## src/rtl/speaker_control_pkg.sv

```systemverilog
// Shared constants for the speaker/I2S output path and the buzzer note table.
// Optional feature macro: SPEAKER_MUTE_EN (see speaker_control.sv).
package speaker_control_pkg;

  localparam int unsigned DATA_W       = 16;
  localparam int unsigned LRCK_BIT_DEF = 9;
  localparam int unsigned MCLK_BIT_DEF = 1;

  // Note divider half-periods in 100 MHz clk cycles (C4, D4, E4).
  localparam int unsigned NOTE_DO_HALF = 191110;
  localparam int unsigned NOTE_RE_HALF = 170265;
  localparam int unsigned NOTE_MI_HALF = 151685;

  typedef enum logic [1:0] {
    NOTE_DO,
    NOTE_RE,
    NOTE_MI
  } note_e;

  function automatic int unsigned note_half_period(input note_e n);
    int unsigned hp;
    case (n)
      NOTE_DO: hp = NOTE_DO_HALF;
      NOTE_RE: hp = NOTE_RE_HALF;
      NOTE_MI: hp = NOTE_MI_HALF;
      default: hp = NOTE_DO_HALF;
    endcase
    return hp;
  endfunction

endpackage

```

## src/rtl/speaker_control_clk_gen.sv

```systemverilog
// I2S timing generator: one free-running divider counter; MCLK/SCK/LRCK are
// direct counter bits, plus the slot-boundary and sample-capture strobes.
module i2s_clk_gen
  import speaker_control_pkg::*;
#(
  parameter int unsigned LRCK_BIT = LRCK_BIT_DEF,
  parameter int unsigned MCLK_BIT = MCLK_BIT_DEF
) (
  input  logic clk,
  input  logic rst_n,
  output logic mclk_o,
  output logic sck_o,
  output logic lrck_o,
  output logic boundary_o,
  output logic capture_o
);

  localparam int unsigned CNT_W   = LRCK_BIT + 1;
  localparam int unsigned SCK_BIT = LRCK_BIT - 5;

  logic [CNT_W-1:0] cnt_q;
  logic [CNT_W-1:0] cnt_d;

  // Next count: plain increment, wraps to zero at the end of the frame.
  always_comb begin
    cnt_d = cnt_q + CNT_W'(1);
  end

  // Divider counter register.
  always_ff @(posedge clk or negedge rst_n) begin
    if (!rst_n) begin
      cnt_q <= '0;
    end else begin
      cnt_q <= cnt_d;
    end
  end

  assign mclk_o = cnt_q[MCLK_BIT];
  assign sck_o  = cnt_q[SCK_BIT];
  assign lrck_o = cnt_q[LRCK_BIT];

  // Last clk of a slot: SCK falls on the following edge.
  assign boundary_o = &cnt_q[SCK_BIT:0];
  // Last clk of slot 0 only (cnt == 31 at default sizing).
  assign capture_o  = boundary_o & ~(|cnt_q[LRCK_BIT:SCK_BIT+1]);

endmodule

```

## src/rtl/speaker_control.sv

```systemverilog
// I2S serialiser for the on-board DAC: captures {left,right} once per frame
// and shifts it out MSB first with the I2S one-bit delay after LRCK.
// Optional feature macro: SPEAKER_MUTE_EN adds a `mute` input that zeroes
// the word loaded on the capture cycle (frame-granular mute).
module speaker_control
  import speaker_control_pkg::*;
#(
  parameter int unsigned LRCK_BIT = LRCK_BIT_DEF,
  parameter int unsigned MCLK_BIT = MCLK_BIT_DEF
) (
  input  logic              clk,
  input  logic              rst_n,
  input  logic [DATA_W-1:0] audio_left,
  input  logic [DATA_W-1:0] audio_right,
`ifdef SPEAKER_MUTE_EN
  input  logic              mute,
`endif
  output logic              audio_mclk,
  output logic              audio_lrck,
  output logic              audio_sck,
  output logic              audio_sdin,
  output logic              sample_tick
);

  localparam int unsigned SR_W = 2 * DATA_W;

  logic            boundary;
  logic            capture;
  logic [SR_W-1:0] load_word;
  logic [SR_W-1:0] sr_q;
  logic [SR_W-1:0] sr_d;

  i2s_clk_gen #(
    .LRCK_BIT (LRCK_BIT),
    .MCLK_BIT (MCLK_BIT)
  ) u_clk_gen (
    .clk        (clk),
    .rst_n      (rst_n),
    .mclk_o     (audio_mclk),
    .sck_o      (audio_sck),
    .lrck_o     (audio_lrck),
    .boundary_o (boundary),
    .capture_o  (capture)
  );

  // Word presented to the shift register on the capture cycle.
  always_comb begin
`ifdef SPEAKER_MUTE_EN
    load_word = mute ? '0 : {audio_left, audio_right};
`else
    load_word = {audio_left, audio_right};
`endif
  end

  // Load at end of slot 0, shift one bit at every other slot boundary.
  always_comb begin
    sr_d = sr_q;
    if (capture) begin
      sr_d = load_word;
    end else if (boundary) begin
      sr_d = {sr_q[SR_W-2:0], 1'b0};
    end
  end

  // Shift register; its MSB drives SDIN directly.
  always_ff @(posedge clk or negedge rst_n) begin
    if (!rst_n) begin
      sr_q <= '0;
    end else begin
      sr_q <= sr_d;
    end
  end

  assign audio_sdin  = sr_q[SR_W-1];
  assign sample_tick = capture;

endmodule

```

## config.mk

```make
export PLATFORM = sky130hd
export DESIGN_NAME = speaker_control
export DESIGN_NICKNAME = d
export VERILOG_FILES = /design/src/rtl/speaker_control_pkg.sv /design/src/rtl/speaker_control_clk_gen.sv /design/src/rtl/speaker_control.sv
export SDC_FILE = /design/constraint.sdc
export NUM_CORES = 1
export LEC_CHECK = 0
export BUFFER_PORTS_ARGS = -buffer_cell sky130_fd_sc_hd__buf_2
export CORE_ASPECT_RATIO = 2
export CORE_MARGIN = 1.5
export CORE_UTILIZATION = 30
export CTS_CLUSTER_SIZE = 30
export DETAILED_ROUTE_END_ITERATION = 6
export PLACE_DENSITY = 0.48
export SLEW_MARGIN = 20
export SYNTH_ARGS = -nofsm -noshare
export SYNTH_HDL_FRONTEND = slang
export SYNTH_SLANG_ARGS = --single-unit
```

## constraint.sdc

```tcl
create_clock -name clk -period 2.3 [get_ports clk]
set_clock_uncertainty 0.15 [all_clocks]
set_input_delay 0.23 -clock clk [delete_from_list [all_inputs] [get_ports clk]]
set_output_delay 0.23 -clock clk [all_outputs]
set_load 0.005 [all_outputs]
```

After elaboration in Yosys (flattened, before gate mapping)

Cells that the tools add are included.

Register bits after elaboration: 42
Logic and storage cells: 10
Bits of input ports: 34
Output and inout port bits: 5

Add/subtract/negate cells: 1
Bitwise logic cells: 2
Muxes and demuxes: 2
Reductions and logical operators: 3

Operator list:

| kind                                                             | count |
|---|---|
| 32-bit two-way mux                                               | 2 |
| 10-bit by 1-bit adder with 10-bit output (second input constant) | 1 |
| 5-bit AND reduction                                              | 1 |
| 5-bit OR reduction                                               | 1 |
| 2-bit nonzero test                                               | 1 |
| 1-bit AND                                                        | 1 |
| 1-bit NOT                                                        | 1 |

Depth between registers and ports, before layout

Gate-level depths: netlist of run 1.

Depth in word-level cells: 4
Depth in mapped cells: 7
Depth with buffers taken out: 5

Modules after synthesis

Synthesis of run 1 repeated with hierarchy kept, for this count alone.

Cells, all modules: 170
Area, all modules: 1926.8 µm²

By module, submodules not included:

| module          | area an instance (µm²) | times used | sequential area each (µm²) | cells each |
|---|---|---|---|---|
| speaker_control | 1512.7                 | 1          | 800.8                      | 139 |
| i2s_clk_gen     | 414.1                  | 1          | 250.2                      | 31 |

Worst setup path after synthesis of run 1

OpenSTA, ideal clock, no wires.

Path type: register to register
Start point: reg u_clk_gen.cnt_q[9]
End point: reg sr_q[20]
Cell stages (with the launch flop): 6
Slack: 0.377 ns
Buffers on the path: 2
Arrival time: 1.691 ns
Clock period less this slack: 1.923 ns
Data required time: 2.068 ns
Library setup time: 0.082 ns
Path through: dfrtp_1 -> or4_4 -> buf_6 -> buf_6 -> or3b_1 -> a31oi_1

Word-level cells in the longest chain between the ends: 4
Elaborated cells on any way between the ends: 5
Classes of those cells: mux (1); bitwise (2); reduce/logical (2)

RTL lines:

| what                                                     | RTL line                      | text |
|---|---|---|
| start: declaration                                       | speaker_control_clk_gen.sv:21 | `logic [CNT_W-1:0] cnt_q;` |
| start signal: assignment                                 | speaker_control_clk_gen.sv:34 | `cnt_q <= cnt_d;` |
| 5-bit OR reduction *                                     | speaker_control_clk_gen.sv:45 | `assign capture_o = boundary_o & ~(\|cnt_q[LRCK_BIT:SCK_BIT+1]);` |
| 1-bit NOT *                                              | speaker_control_clk_gen.sv:45 |  |
| 1-bit AND *                                              | speaker_control_clk_gen.sv:45 |  |
| 32-bit two-way mux or 2-bit nonzero test (tied branches) | -                             |  |
| end signal: assignment                                   | speaker_control.sv:70         | `sr_q <= sr_d;` |
| end: declaration                                         | speaker_control.sv:30         | `logic [SR_W-1:0] sr_q;` |

Mark *: on every way between the ends. The rest lies on a longest branch, timed or not.
A chain may end at the register's enable or synchronous reset.

Worst setup path in the final report of run 1

Start point: reg u_clk_gen.cnt_q[9]
End point: out sample_tick

Word-level cells in the longest chain between the ends: 3

RTL lines:

| what               | RTL line                      | text |
|---|---|---|
| 5-bit OR reduction | speaker_control_clk_gen.sv:45 |  |
| 1-bit NOT          | speaker_control_clk_gen.sv:45 |  |
| 1-bit AND          | speaker_control_clk_gen.sv:45 |  |
| end: declaration   | speaker_control.sv:22         | `output logic sample_tick` |

Every way passes these cells.

==> results of run 1 <==
-- per-stage QoR --
step	power, W	setup WS, ns
after detailed placement	0.0008898	0.2183
after floorplan	0.0008310	0.3774
after global routing	0.001865	0.03840
after global placement	0.0008879	0.2417
after CTS	0.001826	0.03078
final	0.001799	0.1247
-- placed cells by master (no fill, tap or decap) --
master,instances
dfrtp_1,42
buf_2,38
or3b_1,31
nor2_1,31
a31oi_1,31
o21ai_0,24
buf_4,8
o21ai_1,7
xnor2_1,5
clkbuf_16,5
and3_1,3
nand4_1,2
nand2_1,2
nand3_1,2
xor2_1,2
inv_1,2
or4_4,2
bufinv_16,2
and4_1,1
nor3b_1,1
o32ai_1,1
ha_2,1
ha_1,1
clkinv_4,1
or4_2,1
dlygate4sd3_1,1
buf_12,1
-- what timing repair did --
item | CTS | global route
pin swaps | 1 | 1
resized for setup | 1 | 0
endpoints found under the hold margin | 25 | 0
gates cloned | 1 | 1
hold buffers | 1 | 0
setup endpoints to repair | 1 | 1
-- state kept, by name (all words and copies together), names as in the netlist --
signal	flops
sr_q	32
u_clk_gen.cnt_q	10
-- power by group through the flow --
stage	clock [W]	sequential [W]	combinational, W
finish	0.000925	0.000781	0.0000923
global route	0.000973	0.000785	0.000108
CTS	0.000949	0.000781	0.0000960
detailed placement	0	0.000795	0.0000948
global placement	0	0.000794	0.0000935
floorplan	0	0.000791	0.0000399
-- cells by family (layout without fill, tap and decap cells) --
group	Yosys count	count (layout)
fa+ha+maj	2	2
buf+inv	23	58
simple gates	74	76
flops	42	42
xor+xnor	7	7
compound gates	63	63
-- cell type report --
type / instances / area, µm²
clock inverters: 3 / 68.82
fillers: 711 / 4100
inverters: 2 / 7.507
well taps: 88 / 110.1
repair buffers: 48 / 280.3
flip-flops and latches: 42 / 1051
multi-input cells: 148 / 930.9
clock buffers: 5 / 125.1
-- worst paths after layout --
path | slack [ns] | from | depth (start not counted) | endpoint
max in group asynchronous | 1.04 | rst_n | 3 | sr_q[14]
setup reg to reg | 0.13 | u_clk_gen.cnt_q[9] | 3 | sr_q[1]
setup / recovery | 0.12 | u_clk_gen.cnt_q[9] | 3 | sample_tick
min in group asynchronous | 0.36 | rst_n | 2 | sr_q[22]
hold reg to reg | 0.29 | u_clk_gen.cnt_q[0] | 1 | u_clk_gen.cnt_q[0]
hold / removal | 0.05 | audio_right[0] | 3 | sr_q[0]
-- metal layers --
metal  vias to the layer above  part of all wire [%]
li1                        841                     -
met1                       821                    42
met2                        20                    53
met3                         6                   2.3
met4                         0                   2.3
met5                         -                     0
-- worst max-delay path, delay by kind of cell (launching register included) --
family	cells	cell delay (ns)
AND/OR/NAND/NOR	2	0.91
flip-flops	1	0.45
buffers and inverters	1	0.14
==> flow_summary.json, run 1 <==
{
  "status": "complete, no violations",
  "avgViaCountPerCell": 5.024,
  "hold_path.class": "input pin to flop",
  "timing_max_transition_violations_final": 0,
  "power.ir.vdd_worst_v": 0.0005056,
  "critical_path.cell_chain": "or4_4 > nor3b_1 > buf_2",
  "post-cts-setup-buffers": 0,
  "synthesis.instances": 211,
  "postSynth.asyncResetShare_pct": 100.0,
  "max_cap_viol_count": 0,
  "fin_setup_tns_ns": 0,
  "synthAdderAreaFrac_pct": 1.206,
  "area_fraction_in_compound_gates_after_synthesis_pct": 17.24,
  "finalNonFillerCells": 336,
  "core_area_um2": 6674,
  "wire_per_inst_um": 15.33,
  "tightest_slew_ns": 0.6714,
  "numCtsBuffers": 5,
  "pwr-share-seq_pct": 43.4,
  "post_synth_and_or_nand_nor_area_fraction_pct": 22.36,
  "areaGrowthSynthToFinish_pct": 23.99,
  "final_worst_path_period_need_ns": 2.175,
  "synth-warning-count": 0,
  "remaining_drc_errors": 0,
  "largest_family_of_logic_cells_by_synthesized_area": "simple AND/OR/NAND/NOR gates",
  "worstSetupStartpointType": "flop",
  "clock_latency_late_sink_ns": 0.29,
  "postSynthRegisterBits": 42,
  "place_area_um2": 2350,
  "leakagePower_nw": 1.109,
  "worst-path-max-fanout": 15,
  "place.detailed.hpwl_um": 3192,
  "clock_slew_at_the_register_clock_pins_of_the_worst_setup_and_hold_paths_ns": 0.06,
  "grt_setup_unrepaired": "no",
  "synth_top_area_share_pct": 50.63,
  "placementRows": 42,
  "buffer_ports.inserted": 38,
  "mappedNetlistArea_um2": 2076,
  "cts_tree": "built",
  "most_frequent_cell_after_synthesis": "dfrtp_1",
  "gp_routability_congestion": 0.7091,
  "p_sw_share_pct": 20.03,
  "top_usage_layer": "met2",
  "timing.fmax_mhz": 459.7,
  "overflow": 0,
  "detailedRoute.firstIterationViolations": 53,
  "finalHoldViolations": 0,
  "cts.sink_count": 42,
  "grtUsageMet3_pct": 3.102,
  "grt_util_met1_pct": 18.26,
  "synth_fp_nets": 247,
  "timing.final.setup_violations": 0,
  "powerDensity_nw_per_um2": 699.0,
  "synthFlopType": "dfrtp_1",
  "grt_pass1_wl_um": 8273,
  "numPlacedInstances": 325,
  "via_count_of_the_first_global_routing_pass": 1700,
  "critical-path-max-stage-delay_ns": 0.68,
  "synth_xor_xnor_area_share_pct": 2.954,
  "diodes": 0,
  "cts-root-to-sink-buffers": 2,
  "design_area_um2": 2574,
  "endpoint_kind": "output pin",
  "synth-edff-count": 0,
  "fin_hold_ws_ns": 0.05180,
  "worstPathArrival_ns": 1.80,
  "die_width_um": 61.82,
  "clock_tree.root_cell": "clkbuf_16",
  "syn-mean-instance-area_um2": 9.838,
  "power.net_switching_w": 0.0003603,
  "post-route-util_pct": 38.56,
  "final_net_count": 283,
  "post_synth_most_frequent_cells": "42 x dfrtp_1, 31 x a31oi_1, 31 x nor2_1, 31 x or3b_1, 24 x o21ai_0",
  "die_h_um": 120.6,
  "slew-limit-headroom_pct": 55.24,
  "groute.layer.met2.usage_pct": 25.13,
  "worst-setup-path-type": "flop to output pin",
  "synth.top_cells.by_area": "dfrtp_1 51%, or3b_1 13%, a31oi_1 9.3%",
  "crit_required_ns": 1.92,
  "grt_antenna_before_repair": 0,
  "fp.dieArea_um2": 7458,
  "grt_util_all_layers_pct": 15.35,
  "critPathSlowestCell": "or4_4",
  "ant_nets": 0,
  "synth.largest_area_cell": "dfrtp_1",
  "post_route_cells_drive_above_1_share_pct": 23.79,
  "floorplan.initialDensity_pct": 31.10,
  "layout_worst_path_cycle_share_pct": 94.58,
  "routed-via-count": 1688,
  "grt_max_degree": 40,
  "synth.yosys.seq_area_share_pct": 50.63,
  "number_of_iterations_in_the_first_detailed_routing_pass": 4,
  "p_comb_share_pct": 5.1,
  "power.share.clock_pct": 51.4,
  "power.internal_w": 0.001439,
  "yosysUniqueCellTypes": 20,
  "htree_levels": 2,
  "routed_wl_um": 5150,
  "pin_count": 39,
  "muxShareOfSynthArea_pct": 0
}
Power figures use the tool's default switching activity.
==> run 2: changes to the inputs <==
==> constraint.sdc (replaced) <==
create_clock -name clk -period 2.7 [get_ports clk]
set_clock_uncertainty 0.15 [all_clocks]
set_input_delay 0.27 -clock clk [delete_from_list [all_inputs] [get_ports clk]]
set_output_delay 0.27 -clock clk [all_outputs]
set_load 0.005 [all_outputs]
==> run 2 against run 1 <==
Critical path depth unchanged. Non-clock buffer count shrank 6. Setup slack better by 0.22 ns. Flip-flop and latch count unchanged. Power fell by 24%. Register-to-register slack better by 0.48 ns. Cell area decreased by 4.1%. Highest routed layer unchanged.
==> flow_summary.json, run 2 (synthesis results as in run 1) <==
{
  "status": "complete, no violations",
  "timing.final.setup_violations": 0,
  "tightest_slew_ns": 0.8166,
  "placementRows": 42,
  "pin_count": 39,
  "slew-limit-headroom_pct": 45.56,
  "endpoint_kind": "output pin",
  "floorplan.initialDensity_pct": 31.10,
  "htree_levels": 2,
  "pwr-share-seq_pct": 49.0,
  "grt_max_degree": 65,
  "cts-root-to-sink-buffers": 2,
  "layout_worst_path_cycle_share_pct": 87.07,
  "crit_required_ns": 2.28,
  "layout_commonest_cell": "dfrtp_1",
  "power.net_switching_w": 0.0002995,
  "areaGrowthSynthToFinish_pct": 18.93,
  "remaining_drc_errors": 0,
  "clock_tree.root_cell": "clkbuf_16",
  "leakagePower_nw": 1.055,
  "post_route_cells_drive_above_1_share_pct": 21.25,
  "p_sw_share_pct": 22.04,
  "buffer_ports.inserted": 38,
  "fin_setup_tns_ns": 0,
  "finalHoldViolations": 0,
  "numCtsBuffers": 5,
  "worstPathArrival_ns": 1.93,
  "critical-path-max-stage-delay_ns": 0.81,
  "worst-path-max-fanout": 64,
  "grt_util_all_layers_pct": 14.02,
  "sequential_area_um2": 1051,
  "routed-via-count": 1611,
  "power.internal_w": 0.001059,
  "die_h_um": 120.6,
  "cts_tree": "built",
  "routed_wl_um": 4605,
  "largest_register_ff_count": 32,
  "register_bank_with_the_most_flops": "sr_q",
  "post_cts_resized": 0,
  "power.ir.vdd_worst_v": 0.0003666,
  "grt_pass1_wl_um": 7859,
  "place.detailed.hpwl_um": 2973,
  "hold_path.class": "input pin to flop",
  "timing.fmax_mhz": 425.4,
  "grt_setup_unrepaired": "no",
  "grt_antenna_before_repair": 0,
  "worstSetupStartpointType": "flop",
  "timing_max_transition_violations_final": 0,
  "die_width_um": 61.82,
  "reg.largest.list": "sr_q: 32 flops, u_clk_gen.cnt_q: 10 flops",
  "p_comb_share_pct": 5.6,
  "final_net_count": 275,
  "ant_nets": 0,
  "clock_slew_at_the_register_clock_pins_of_the_worst_setup_and_hold_paths_ns": 0.06,
  "multiInputGateArea_um2": 910.9,
  "critPathSlowestCell": "or4_4",
  "power.share.clock_pct": 45.4,
  "final_worst_path_period_need_ns": 2.351,
  "overflow": 0,
  "diodes": 0,
  "worst-setup-path-type": "flop to output pin",
  "clock_latency_late_sink_ns": 0.28,
  "layout.filler_cells": 725,
  "critical_path.cell_chain": "or4_4 > nor3b_1 > buf_2",
  "gp_routability_congestion": 0.7013,
  "avgViaCountPerCell": 4.912,
  "powerDensity_nw_per_um2": 550.3,
  "fp.dieArea_um2": 7458,
  "post-route-util_pct": 36.99,
  "number_of_iterations_in_the_first_detailed_routing_pass": 4,
  "commonest_cells_after_routing_fill_and_taps_aside": "42 x dfrtp_1, 37 x buf_2, 31 x or3b_1, 31 x nor2_1, 31 x a31oi_1",
  "core_area_um2": 6674,
  "detailedRoute.firstIterationViolations": 63,
  "via_count_of_the_first_global_routing_pass": 1687,
  "wire_per_inst_um": 14.04,
  "max_cap_viol_count": 0,
  "cts.sink_count": 42
}
run 2: cell types whose count changed in the layout (fill, tap and decap cells not counted), sizes merged:
cell      change
bufinv        -2
or4           -2
clkinvlp      +1
buf           -6
clkbuf        +1
run 2: worst paths after layout:
path                                     from                 end  slack [ns]  depth (start not counted)
max in group asynchronous               rst_n             sr_q[7]        1.65                          2
hold reg to reg            u_clk_gen.cnt_q[0]  u_clk_gen.cnt_q[0]        0.30                          1
setup / recovery           u_clk_gen.cnt_q[9]         sample_tick        0.35                          3
setup reg to reg           u_clk_gen.cnt_q[9]            sr_q[13]        0.61                          3
min in group asynchronous               rst_n            sr_q[22]        0.37                          2
hold / removal                 audio_right[0]             sr_q[0]        0.10                          3
run 2: metrics by stage:
step	hold slack (ns)	instance area, µm²	setup WS [ns]	cells	total power [W]
after floorplan	-0.1756	2076	0.7774	211	0.0007079
after global placement	0.2910	2305	0.6340	319	0.0007538
after detailed placement	0.2935	2305	0.6046	319	0.0007548
after CTS	0.03854	2456	0.3111	327	0.001390
after global routing	0.1215	2469	0.2007	328	0.001414
final	0.1024	2469	0.3492	328	0.001358
run 2: layer usage:
layer / up-vias / share of wire (%) / GRT usage, %
li1: 823 / - / -
met1: 763 / 41 / 16.10
met2: 20 / 54 / 23.88
met3: 5 / 3.2 / 2.674
met4: 0 / 1.8 / 6.383
met5: - / 0 / 0
run 2: repair_timing:
| item | CTS | global route |
|---|---|---|
| hold endpoints to repair | 0 | 42 |
| setup buffers | 0 | 0 |
| hold buffers | 0 | 1 |
run 2: area by class of cell:
class | count | area share [%]
Multi-Input combinational cell | 146 | 36.90
Clock buffer | 6 | 5.626
Timing Repair Buffer | 42 | 9.630
Sequential cell | 42 | 42.57
Inverter | 2 | 0.3041
Tap cell | 88 | 4.460
Clock inverter | 2 | 0.5068
run 2: critical path: cells and delay by family, from the launching register on:
| family | cells | cell delay, ns |
|---|---|---|
| DFF | 1 | 0.40 |
| buffers and inverters | 1 | 0.15 |
| and+or+nand+nor | 2 | 1.08 |
run 2: power groups by stage:
| stage | Clock [W] | Combinational [W] | Sequential (W) |
|---|---|---|---|
| 3_3_place_gp | 0 | 0.0000767 | 0.000677 |
| 3_5_place_dp | 0 | 0.0000770 | 0.000678 |
| 2_1_floorplan | 0 | 0.0000340 | 0.000674 |
| 5_1_grt | 0.000657 | 0.0000881 | 0.000669 |
| 6_report | 0.000617 | 0.0000754 | 0.000666 |
| 4_1_cts | 0.000646 | 0.0000773 | 0.000666 |
